## src/rtl/mem_arbiter.sv

```systemverilog
// mem_arbiter
// Two-requester round-robin arbiter in front of a single-port synchronous RAM.
// One access is issued per cycle; reads return one cycle later on a shared
// rdata bus, tagged to the owning requester by rvalid0/rvalid1.
module mem_arbiter #(
    parameter int WIDTH        = 16,
    parameter int RAM_adr_BITS = 16
) (
    input  logic                    clk,
    input  logic                    reset,
    input  logic                    req0,
    input  logic                    req1,
    input  logic                    we0,
    input  logic                    we1,
    input  logic [RAM_adr_BITS-1:0] adr0,
    input  logic [RAM_adr_BITS-1:0] adr1,
    input  logic [WIDTH-1:0]        wdata0,
    input  logic [WIDTH-1:0]        wdata1,
    output logic                    gnt0,
    output logic                    gnt1,
    output logic                    rvalid0,
    output logic                    rvalid1,
    output logic [WIDTH-1:0]        rdata,
    output logic                    mem_en,
    output logic                    mem_write,
    output logic [RAM_adr_BITS-1:0] mem_adr,
    output logic [WIDTH-1:0]        mem_din,
    input  logic [WIDTH-1:0]        mem_dout
);

    // last_q = 1 means requester 1 was granted most recently, so requester 0
    // wins the next contended cycle. Reset leaves it at 1.
    logic last_q;
    logic last_d;
    // One outstanding read at most: the RAM answers in the following cycle.
    logic pend_valid_q;
    logic pend_valid_d;
    logic pend_owner_q;
    logic pend_owner_d;

    // Grant selection: a lone requester wins at once, contention goes to the
    // requester that was not granted last; nothing is granted during reset.
    always_comb begin
        gnt0 = 1'b0;
        gnt1 = 1'b0;
        if (reset) begin
            gnt0 = 1'b0;
            gnt1 = 1'b0;
        end else begin
            case ({req1, req0})
                2'b01: begin
                    gnt0 = 1'b1;
                end
                2'b10: begin
                    gnt1 = 1'b1;
                end
                2'b11: begin
                    if (last_q) begin
                        gnt0 = 1'b1;
                    end else begin
                        gnt1 = 1'b1;
                    end
                end
                default: begin
                    gnt0 = 1'b0;
                    gnt1 = 1'b0;
                end
            endcase
        end
    end

    // RAM command mux: requester 0's address/data are presented whenever
    // requester 1 is not the one being granted, including idle cycles.
    always_comb begin
        mem_en = gnt0 | gnt1;
        if (gnt1) begin
            mem_adr   = adr1;
            mem_din   = wdata1;
            mem_write = we1 & mem_en;
        end else begin
            mem_adr   = adr0;
            mem_din   = wdata0;
            mem_write = we0 & mem_en;
        end
    end

    // Next-state: track who was granted last and whether a read is in flight.
    always_comb begin
        last_d       = last_q;
        pend_valid_d = 1'b0;
        pend_owner_d = pend_owner_q;
        if (reset) begin
            last_d       = 1'b1;
            pend_valid_d = 1'b0;
            pend_owner_d = 1'b0;
        end else if (mem_en) begin
            last_d       = gnt1;
            pend_valid_d = ~mem_write;
            pend_owner_d = gnt1;
        end else begin
            last_d       = last_q;
            pend_valid_d = 1'b0;
            pend_owner_d = pend_owner_q;
        end
    end

    // State registers with synchronous reset.
    always_ff @(posedge clk) begin
        if (reset) begin
            last_q       <= 1'b1;
            pend_valid_q <= 1'b0;
            pend_owner_q <= 1'b0;
        end else begin
            last_q       <= last_d;
            pend_valid_q <= pend_valid_d;
            pend_owner_q <= pend_owner_d;
        end
    end

    // Read return: steer the in-flight read's valid to its owner. A read that
    // would land while reset is high is suppressed, since its requester is
    // being reset along with the arbiter.
    always_comb begin
        rdata   = mem_dout;
        rvalid0 = 1'b0;
        rvalid1 = 1'b0;
        if (pend_valid_q && !reset) begin
            rvalid0 = ~pend_owner_q;
            rvalid1 = pend_owner_q;
        end else begin
            rvalid0 = 1'b0;
            rvalid1 = 1'b0;
        end
    end

endmodule
```

## config.mk

```make
export PLATFORM = sky130hd
export DESIGN_NAME = mem_arbiter
export DESIGN_NICKNAME = d
export VERILOG_FILES = /design/src/rtl/mem_arbiter.sv
export SDC_FILE = /design/constraint.sdc
export NUM_CORES = 1
export LEC_CHECK = 0
export ABC_AREA = 1
export ABC_CLOCK_PERIOD_IN_PS = 1220
export CELL_PAD_IN_SITES_DETAIL_PLACEMENT = 1
export CELL_PAD_IN_SITES_GLOBAL_PLACEMENT = 1
export CORE_AREA = 3 3 91 93
export DETAILED_ROUTE_END_ITERATION = 12
export DIE_AREA = 0 0 94 96
export GPL_TIMING_DRIVEN = 0
export PLACE_DENSITY = 0.84
export SYNTH_ARGS = -nofsm -noshare
export SYNTH_HDL_FRONTEND = slang
export SYNTH_SLANG_ARGS = --single-unit
```

## constraint.sdc

```tcl
create_clock -name clk -period 1.22 [get_ports clk]
set_input_delay 0.122 -clock clk [delete_from_list [all_inputs] [get_ports clk]]
set_output_delay 0.122 -clock clk [all_outputs]
set_load 0.05 [all_outputs]
```

Word level (Yosys, flattened, before mapping)

Index checks and enable logic that the tools add are counted.
Widths: inputs -> output; s select.

Bits in registers: 3
Input port bits: 86
Output and inout port bits: 54
Word-level logic and storage cells: 26

Eq/ne operators: 3
Mux-type cells: 11
Bitwise operators: 6
Reductions and logical operators: 3

Operator list:

| cell               | number |
|---|---|
| $mux 16            | 2 |
| $mux 1             | 7 |
| $eq 2x2->1 const B | 2 |
| $pmux 1 s2         | 2 |
| $not 1->1          | 3 |
| $and 1x1->1        | 2 |
| $eq 2x1->1 const B | 1 |
| $reduce_or 2->1    | 1 |
| $logic_and 1x1->1  | 1 |
| $logic_not 1->1    | 1 |
| $or 1x1->1         | 1 |

Depth between registers and ports, before layout

Word-level depth: 7
Mapped depth: 6
Depth with buffers taken out: 5

Least setup slack after synthesis

OpenSTA, ideal clock, no wires.

Path type: register to output
Start point: register pend_owner_q
End point: output port rvalid0
Arrival time: 1384 ps
Required time: 1098 ps
Path slack: -286 ps
Cell stages (with the launch flop): 2
Buffers on the path: 0
Cell sequence: dfxtp_1 -> nor3_1

Cells in the longest elaborated chain, start to end: 2

RTL lines:

| element                | RTL line | source |
|---|---|---|
| start, declared        | 38       | `logic pend_owner_q;` |
| start signal, assigned | 116      | `pend_owner_q <= pend_owner_d;` |
| $not 1->1              | 128      | `rvalid0 = ~pend_owner_q;` |
| $mux 1                 | 127      | `if (pend_valid_q && !reset) begin` |
| end, declared          | 21       | `output logic rvalid0,` |

No other way between the ends.

Worst setup path in the final report

Start point: register last_q
End point: output port mem_din[14]

Cells in the longest elaborated chain, start to end: 4

RTL lines:

| element                | RTL line | source |
|---|---|---|
| start, declared        | 33       | `logic last_q;` |
| start signal, assigned | 114      | `last_q <= last_d;` |
| $mux 1                 | 58       | `if (last_q) begin` |
| $pmux 1 s2             | 50       | `case ({req1, req0})` |
| $mux 1                 | 46       | `if (reset) begin` |
| $mux 16                | 76       | `if (gnt1) begin` |
| end, declared          | 27       | `output logic [WIDTH-1:0] mem_din,` |

No other way between the ends.

==> results_dict.tcl <==
set metrics [dict create \
    critPathCapture "mem_din[14]" \
    ant_nets 0 \
    max_stage_delay_ps 320 \
    setup.worst_path.start "last_q" \
    globalplace.congestion 0.673 \
    worstSetupPathType "flip-flop to primary output" \
    synthFlopType "dfxtp_1" \
    cts_sinks 3 \
    layout_common_cells "clkdlybuf4s50_1 (82), nand2_2 (49), nand2_1 (47), buf_8 (31), buf_4 (22)" \
    arrival_ps 1350 \
    netlist_instances 145 \
    worst_slack_ps -257 \
    power.switching_mw 0.808 \
    syn_area_sq_um 746 \
    dp.cells 370 \
    grt_first_pass_wirelength_microns 6810 \
    cp-end-kind "primary output" \
    maxCapViolCount 0 \
    instances_no_fill 378 \
    max_freq_ghz 0.677 \
    p_int_mw 0.939 \
    dieHeight_microns 96 \
    route.detailed.wl_per_inst_microns 12.9 \
    post-route-period-util_pct 121 \
    synth_cell_types 16 \
    synth-async-reset-ratio_pct 0 \
    switching_share_pct 46.3 \
    grt_use_total_pct 9.46 \
    drc_errors 0 \
    report.final.slew_viol_count 0 \
    hold_class "primary input to flip-flop" \
    rsz0062_at_grt "true" \
    required_ps 1100 \
    first_pass_iters 4 \
    final_common_cell "clkdlybuf4s50_1" \
    whs_ps 388 \
    start_util_pct 9.80 \
    cts.path.max_buffers 2 \
    rr_endpoint "pend_owner_q" \
    status "finished, violations left" \
    drtIter0Drc 29 \
    setup-tns-final_ps -7730 \
    powerDensity_mw_per_mm2 703 \
    antenna_cells 0 \
    yosysWarnings 0 \
    finalHoldViolations 0 \
    clk_pin_slew_ps 30 \
    reg2reg_from "last_q" \
    max-vdd-ir-drop_v 0.000391 \
    grt_pass1_vias 1458 \
    drive_gt1_share_pct 46.0 \
    hold_depth 3 \
    n_fill_cell 927 \
    top_layer_used "met4" \
    setup_viol 34 \
    grt_max_degree 11 \
    worst_pin_slew_ps 507 \
    root_buffer "clkbuf_8" \
    syn_to_final_growth_pct 233 \
    slew_headroom_pct 66.1 \
    vias 1404 \
    crit_top_cell "nand2_2" \
    syn_nets 231 \
    cts_buffers 3 \
    critical_path.cell_chain "nand2_2, nand3_4, clkinv_8, buf_6, nand2_2, nand2_2, buf_8" \
    hold_buffers 0 \
    r2r_cells 4 \
    wirelength_met1_microns 1590 \
    final_core_util_pct 32.7 \
    fp.dieArea_sq_mm 0.00902 \
    clk_latency_ps 220 \
    fin_nets 363 \
    pwr-share-clk_pct 16.6 \
    p_leak_nw 1.18 \
    drt_wl_total_microns 4870 \
    port_buffers 123 \
    hpwlAfterDp_microns 4000 \
    fp-row-count 32 \
    clock_skew_ps 0.697 \
    routed_via_density 3.71 \
    r2r_slack_ps 300 \
    dr_wl_met2_microns 2820 \
    overflow 0 \
    seq_power_share_pct 6.4 \
    synth_edf_count 0 \
    die_w_microns 94 \
    cts_tree "built" \
    antenna_found_initial 0 \
    ys_ff_latch 3 \
    htreeDepth 1 \
    finalPower_mw 1.75 \
    comb_power_share_pct 77.0 \
    crit_slowest_cell "dfxtp_2" \
    ios 140 \
    fp.coreArea_sq_mm 0.00761 \
    finalCriticalPeriod_ps 1480 \
    worstSetupStartpointType "flip-flop" \
    ys_seq_area_share_pct 8.05 \
    syn_area_per_cell_sq_um 5.14 \
    violations "negative setup slack" \
    path_max_fanout 8 \
    met3_length_microns 441 \
]
[flip-flops by register name, indices dropped and copies added, names as in the netlist]
register	flops
last_q	1
pend_owner_q	1
pend_valid_q	1
[logic make-up after synthesis]
| kind of cell | synth area share (%) |
|---|---|
| buffers and inverters | 28.7 |
| AO/OA/AOI/OAI | 3.36 |
| flip-flops | 8.05 |
| AND/OR/NAND/NOR | 59.9 |
[stage by stage]
stage | setup slack [ps] | instance area (sq um)
after global routing | -346 | 2490
after floorplan | 33.4 | 826
after detailed placement | -1110 | 2180
final | -257 | 2490
after CTS | -294 | 2410
after global placement | -1090 | 2180
[synthesized netlist by cell type (2+ instances only)]
cell type	instances	area, sq um
buf_4	19	143
buf_6	2	22.5
dfxtp_1	3	60.1
inv_1	5	18.8
nand2_1	91	342
nand2_2	10	62.6
nor2_1	4	15.0
o21ai_0	2	10.0
o21ai_1	2	10.0
[power by group through the flow]
stage                     sequential (mW)  clock, mW  combinational [mW]
final                               0.112      0.291                1.34
after global routing                0.113      0.311                1.40
after CTS                           0.112      0.301                1.33
after detailed placement            0.112          0                1.20
after global placement              0.112          0                1.18
after floorplan                     0.111          0               0.688
[worst max-delay path: cells and delay by family, from the launching register on]
family / cells / cell delay [ps]
buf+inv: 3 / 420
flops: 1 / 320
simple gates: 4 / 390
[metal layers]
layer | vias to the layer above | track usage [%]
met5 | - | 0
met4 | 0 | 2.05
met3 | 2 | 2.19
met2 | 76 | 20.5
met1 | 647 | 8.68
li1 | 679 | -
[worst min-delay path by stage]
| stage | startpoint | to | slack (ps) |
|---|---|---|---|
| floorplan | reset | last_q | 240 |
| global placement | pend_owner_q | pend_owner_q | 490 |
| detailed placement | pend_owner_q | pend_owner_q | 510 |
| CTS | reset | last_q | 390 |
| global route | reset | last_q | 410 |
| finish | reset | last_q | 390 |
[final cells by class]
type / count / area [sq um] / share of cell area (%)
clock buffers: 4 / 45.0 / 1.81
flip-flops and latches: 3 / 61.3 / 2.47
repair buffers: 127 / 1400 / 56.4
plain buffers: 22 / 196 / 7.90
multi-input cells: 113 / 614 / 24.7
well taps: 102 / 128 / 5.13
inverters: 7 / 38.8 / 1.56
[repair_timing]
action	in CTS	in global routing
setup buffers	2	0
pin swaps	6	3
endpoints found under the setup margin	38	35
gates resized for setup	299	18
gates cloned	1	1
Power figures use the tool's default switching activity.
==> variant 1: new RTL, same flow settings <==
Set the parameter `WIDTH` to 12 (it was 16).
--- a/src/rtl/mem_arbiter.sv
+++ b/src/rtl/mem_arbiter.sv
@@ -4,5 +4,5 @@
 // rdata bus, tagged to the owning requester by rvalid0/rvalid1.
 module mem_arbiter #(
-    parameter int WIDTH        = 16,
+    parameter int WIDTH        = 12,
     parameter int RAM_adr_BITS = 16
 ) (
Ports: changed (5 resized); port bits go from 140 to 120. No check against the original RTL was run, so the function may have changed too.
==> variant 1 against the unedited design <==
The run still ends with setup timing left; setup slack got worse by 39 ps; critical path depth rose by 1; power decreased by 5.3%; sequential cell count unchanged; synthesized area decreased by 17%; worst hold slack improved by 1.4 ps; final area shrank 4.1%; die area unchanged; routed wire length fell by 8.0%; critical path type unchanged; largest cell class unchanged.
==> variant 1: results (changes against the unedited design) <==
metric,value,unit,change
placed_cells,338,,-8.6%
synth_commonest_cells,"nand2_1 (89), buf_4 (13), inv_1 (5)",,
status,finished with violations,,
critPathSlowestCell,dfxtp_4,,
worst_slack,-296,ps,-39.3 ps
fin_setup_tns,-7150,ps,+575 ps
post-place-ws,-1130,ps,-22.8 ps
violations,setup timing,,
critPathMaxStageDelay,350,ps,+30 ps
crit_fanout,5,,-3
syn_nets,203,,-12%
synth_compound_area_frac,0.0407,,+0.00709
wirelength,4.48,mm,-8.0%
first_global_vias,1333,,-8.6%
dp_hpwl,3.41,mm,-15%
numPortBuffers,107,,-13%
cts_resized,281,,-6.0%
synth_cell_types,13,,-3
setup_violations,30,,-12%
dr_wl_met2,2.58,mm,-8.7%
fin_nets,325,,-10%
fin_skew,2.25,ps,+1.55 ps
drt-met1-wl,1.50,mm,-5.7%
slew_headroom,0.652,,-0.00883
drtPass1Iterations,3,,-1
vias,1275,,-9.2%
drive_gt1_frac,0.492,,+0.0319
grt_pass1_wl,6.32,mm,-7.2%
cp.arrival,1390,ps,+40 ps
synth_area_leaders,"nand2_1 (54%), buf_4 (16%), dfxtp_1 (9.8%), buf_6 (3.7%), o21ai_0 (3.3%)",,
place.gp.congestion,0.727,,+7.9%
min_from,req1,,
p_leak,1.13,nW,-4.1%
variant 1: report_power, final:
group | switching, mW | internal (mW) | total [mW]
combinational | 0.667 | 0.574 | 1.24
sequential | 0.00554 | 0.106 | 0.111
clock | 0.0787 | 0.224 | 0.303
variant 1: layout make-up:
class / instances / area (um2) / share of cell area
flip-flops and latches: 3 / 63.8 / 0.0268
multi-input cells: 101 / 644 / 0.270
well taps: 102 / 128 / 0.0535
inverters: 7 / 31.3 / 0.0131
clock buffers: 4 / 45.0 / 0.0189
plain buffers: 18 / 165 / 0.0693
repair buffers: 117 / 1310 / 0.548
variant 1: final timing paths:
| check | to | slack (ps) | cells after the start |
|---|---|---|---|
| max reg2reg | pend_valid_q | 190 | 6 |
| min reg2reg | last_q | 530 | 2 |
| max | mem_din[9] | -300 | 8 |
| min | last_q | 390 | 3 |
variant 1: kinds of logic after synthesis:
logic type,after synthesis
compound gates,5
buf+inv,25
flops,3
simple gates,96
==> variant 2: new RTL, config.mk and constraints unchanged <==
Made on the original files. Reset style: asynchronous (`reset`), changed in one clocked block. Comments in the files are not updated.
--- a/src/rtl/mem_arbiter.sv
+++ b/src/rtl/mem_arbiter.sv
@@ -106,5 +106,5 @@
 
     // State registers with synchronous reset.
-    always_ff @(posedge clk) begin
+    always_ff @(posedge clk or posedge reset) begin
         if (reset) begin
             last_q       <= 1'b1;
Function: no difference found for any inputs over 10 cycles, from zero or initial values and one cycle with reset high; that may be too few to reach the edited logic, so the function may still have changed.
==> variant 2 against the unedited design <==
The flow still finishes with violations (setup timing); combinational power up 21%; critical path type unchanged; critical endpoint is now mem_din[5]; largest power group unchanged; power is 16% higher; core utilization is 10 points higher; routed wire length up 6.9%; setup slack got worse by 190 ps; sequential cell count unchanged; final area is 32% higher; synthesized area increased by 0.34%.
==> variant 2: results (changes against the unedited design) <==
metric,value,unit,change
status,finished with violations,,
violations,setup timing,,
drt-wirelength-per-cell,13.3,um,+3.6%
grt_pass1_wl,7.64,mm,+12%
clockRootBuffer,clkbuf_8,,
ir_drop,0.000443,V,+13%
busiest_layer,met2,,
clock_latency,220,ps,about the same
grt.met3_usage,0.0156,,-0.00625
drive_gt1_frac,0.604,,+0.144
cp.arrival,1550,ps,+200 ps
synth-main-ff-cell,dfrtp_1,,
netlist_instances,150,,+3.4%
clock_path_buffers,2,,unchanged
post-place-ws,-1300,ps,-194 ps
synthArstFlopShare,1.00,,+1.00
dr.first_iter.drc_count,21,,-28%
placed_cells,375,,+1.4%
synth_commonest_cells,"nand2_1 (103), buf_4 (16), inv_1 (7)",,
antenna_found_initial,0,,unchanged
track_usage,0.107,,+0.0120
clk_pin_slew,30,ps,about the same
synth_area_leaders,"nand2_1 (52%), buf_4 (16%), dfrtp_1 (6.7%), buf_6 (4.5%), dfstp_2 (3.5%)",,
hp-class,input port to async pin,,
first_global_vias,1646,,+13%
yosys_warnings,0,,unchanged
p_sw_frac,0.469,,+0.00666
place.gp.congestion,0.782,,+16%
numCtsBuffers,3,,unchanged
dp_hpwl,4.14,mm,+3.4%
vias_per_cell,3.79,,+2.0%
grt_max_degree,11,,unchanged
rr_startpoint,last_q,,
fin_setup_tns,-15030,ps,-7310 ps
htree_levels,1,,unchanged
numPortBuffers,123,,unchanged
fillCellCount,833,,-10%
yosysSeqAreaShare,0.102,,+0.0215
worst_slack,-450,ps,-193 ps
drtPass1Iterations,3,,-1
grt_util_met1,0.104,,+0.0174
met2_usage,0.229,,+0.0242
crit_fanout,6,,-2
hold_violations,0,,unchanged
placed_area,0.00275,mm2,+26%
p_leak,1.45,nW,+22%
syn_nets,236,,+2.2%
fin_skew,4.26,ps,+3.57 ps
worst_pin_slew,520,ps,+13.0 ps
largest_registers,"last_q (1), pend_owner_q (1), pend_valid_q (1)",,
num_antenna_cells,0,,unchanged
setup_violations,37,,+8.8%
wirelength,5.21,mm,+6.9%
-- variant 2: layout make-up --
cell class,instances,area (um2),area share
inverters,9,51.3,0.0157
clock buffers,4,45.0,0.0138
repair buffers,134,1550,0.475
plain buffers,22,234,0.0716
well taps,102,128,0.0390
multi-input cells,116,1180,0.361
flip-flops and latches,3,76.3,0.0233
-- variant 2: critical path: stages (launching register included) --
cell      delay, ps
dfstp_2         550
a21oi_4          70
nand2_4         140
clkinv_8        120
buf_16          170
nand2_4          80
nand2_8          50
buf_8           140
-- variant 2: final timing paths --
path                       cells past startpoint  slack, ps            to
max                                            7       -450    mem_din[5]
min                                            3        120  pend_owner_q
max reg2reg                                    7        -50        last_q
min reg2reg                                    2        630  pend_owner_q
max in group asynchronous                      3        910        last_q
min in group clk                               3        410  pend_owner_q
-- variant 2: routing by layer --
metal,up-vias,part of all wire
li1,709,-
met1,696,0.31
met5,-,0
met3,6,0.060
met2,66,0.62
met4,0,0.012
-- variant 2: repair_timing --
action,in CTS,in global routing
setup endpoints to repair,41,41
pin swaps,8,11
gates cloned,2,0
resized for setup,297,53
buffers inserted,7,3
hold buffers,0,0
-- variant 2: power by group through the flow --
stage / Clock (mW) / Sequential (mW) / Combinational (mW)
finish: 0.293 / 0.112 / 1.62
global route: 0.308 / 0.114 / 1.70
CTS: 0.300 / 0.113 / 1.55
detailed placement: 0 / 0.113 / 1.38
global placement: 0 / 0.113 / 1.36
floorplan: 0 / 0.112 / 0.848
-- variant 2: kinds of logic after synthesis --
kind of cell | count (synthesis) | share of synthesized area
AND/OR/NAND/NOR | 112 | 0.579
flip-flops | 3 | 0.102
AO/OA/AOI/OAI | 4 | 0.0452
buffers and inverters | 31 | 0.274
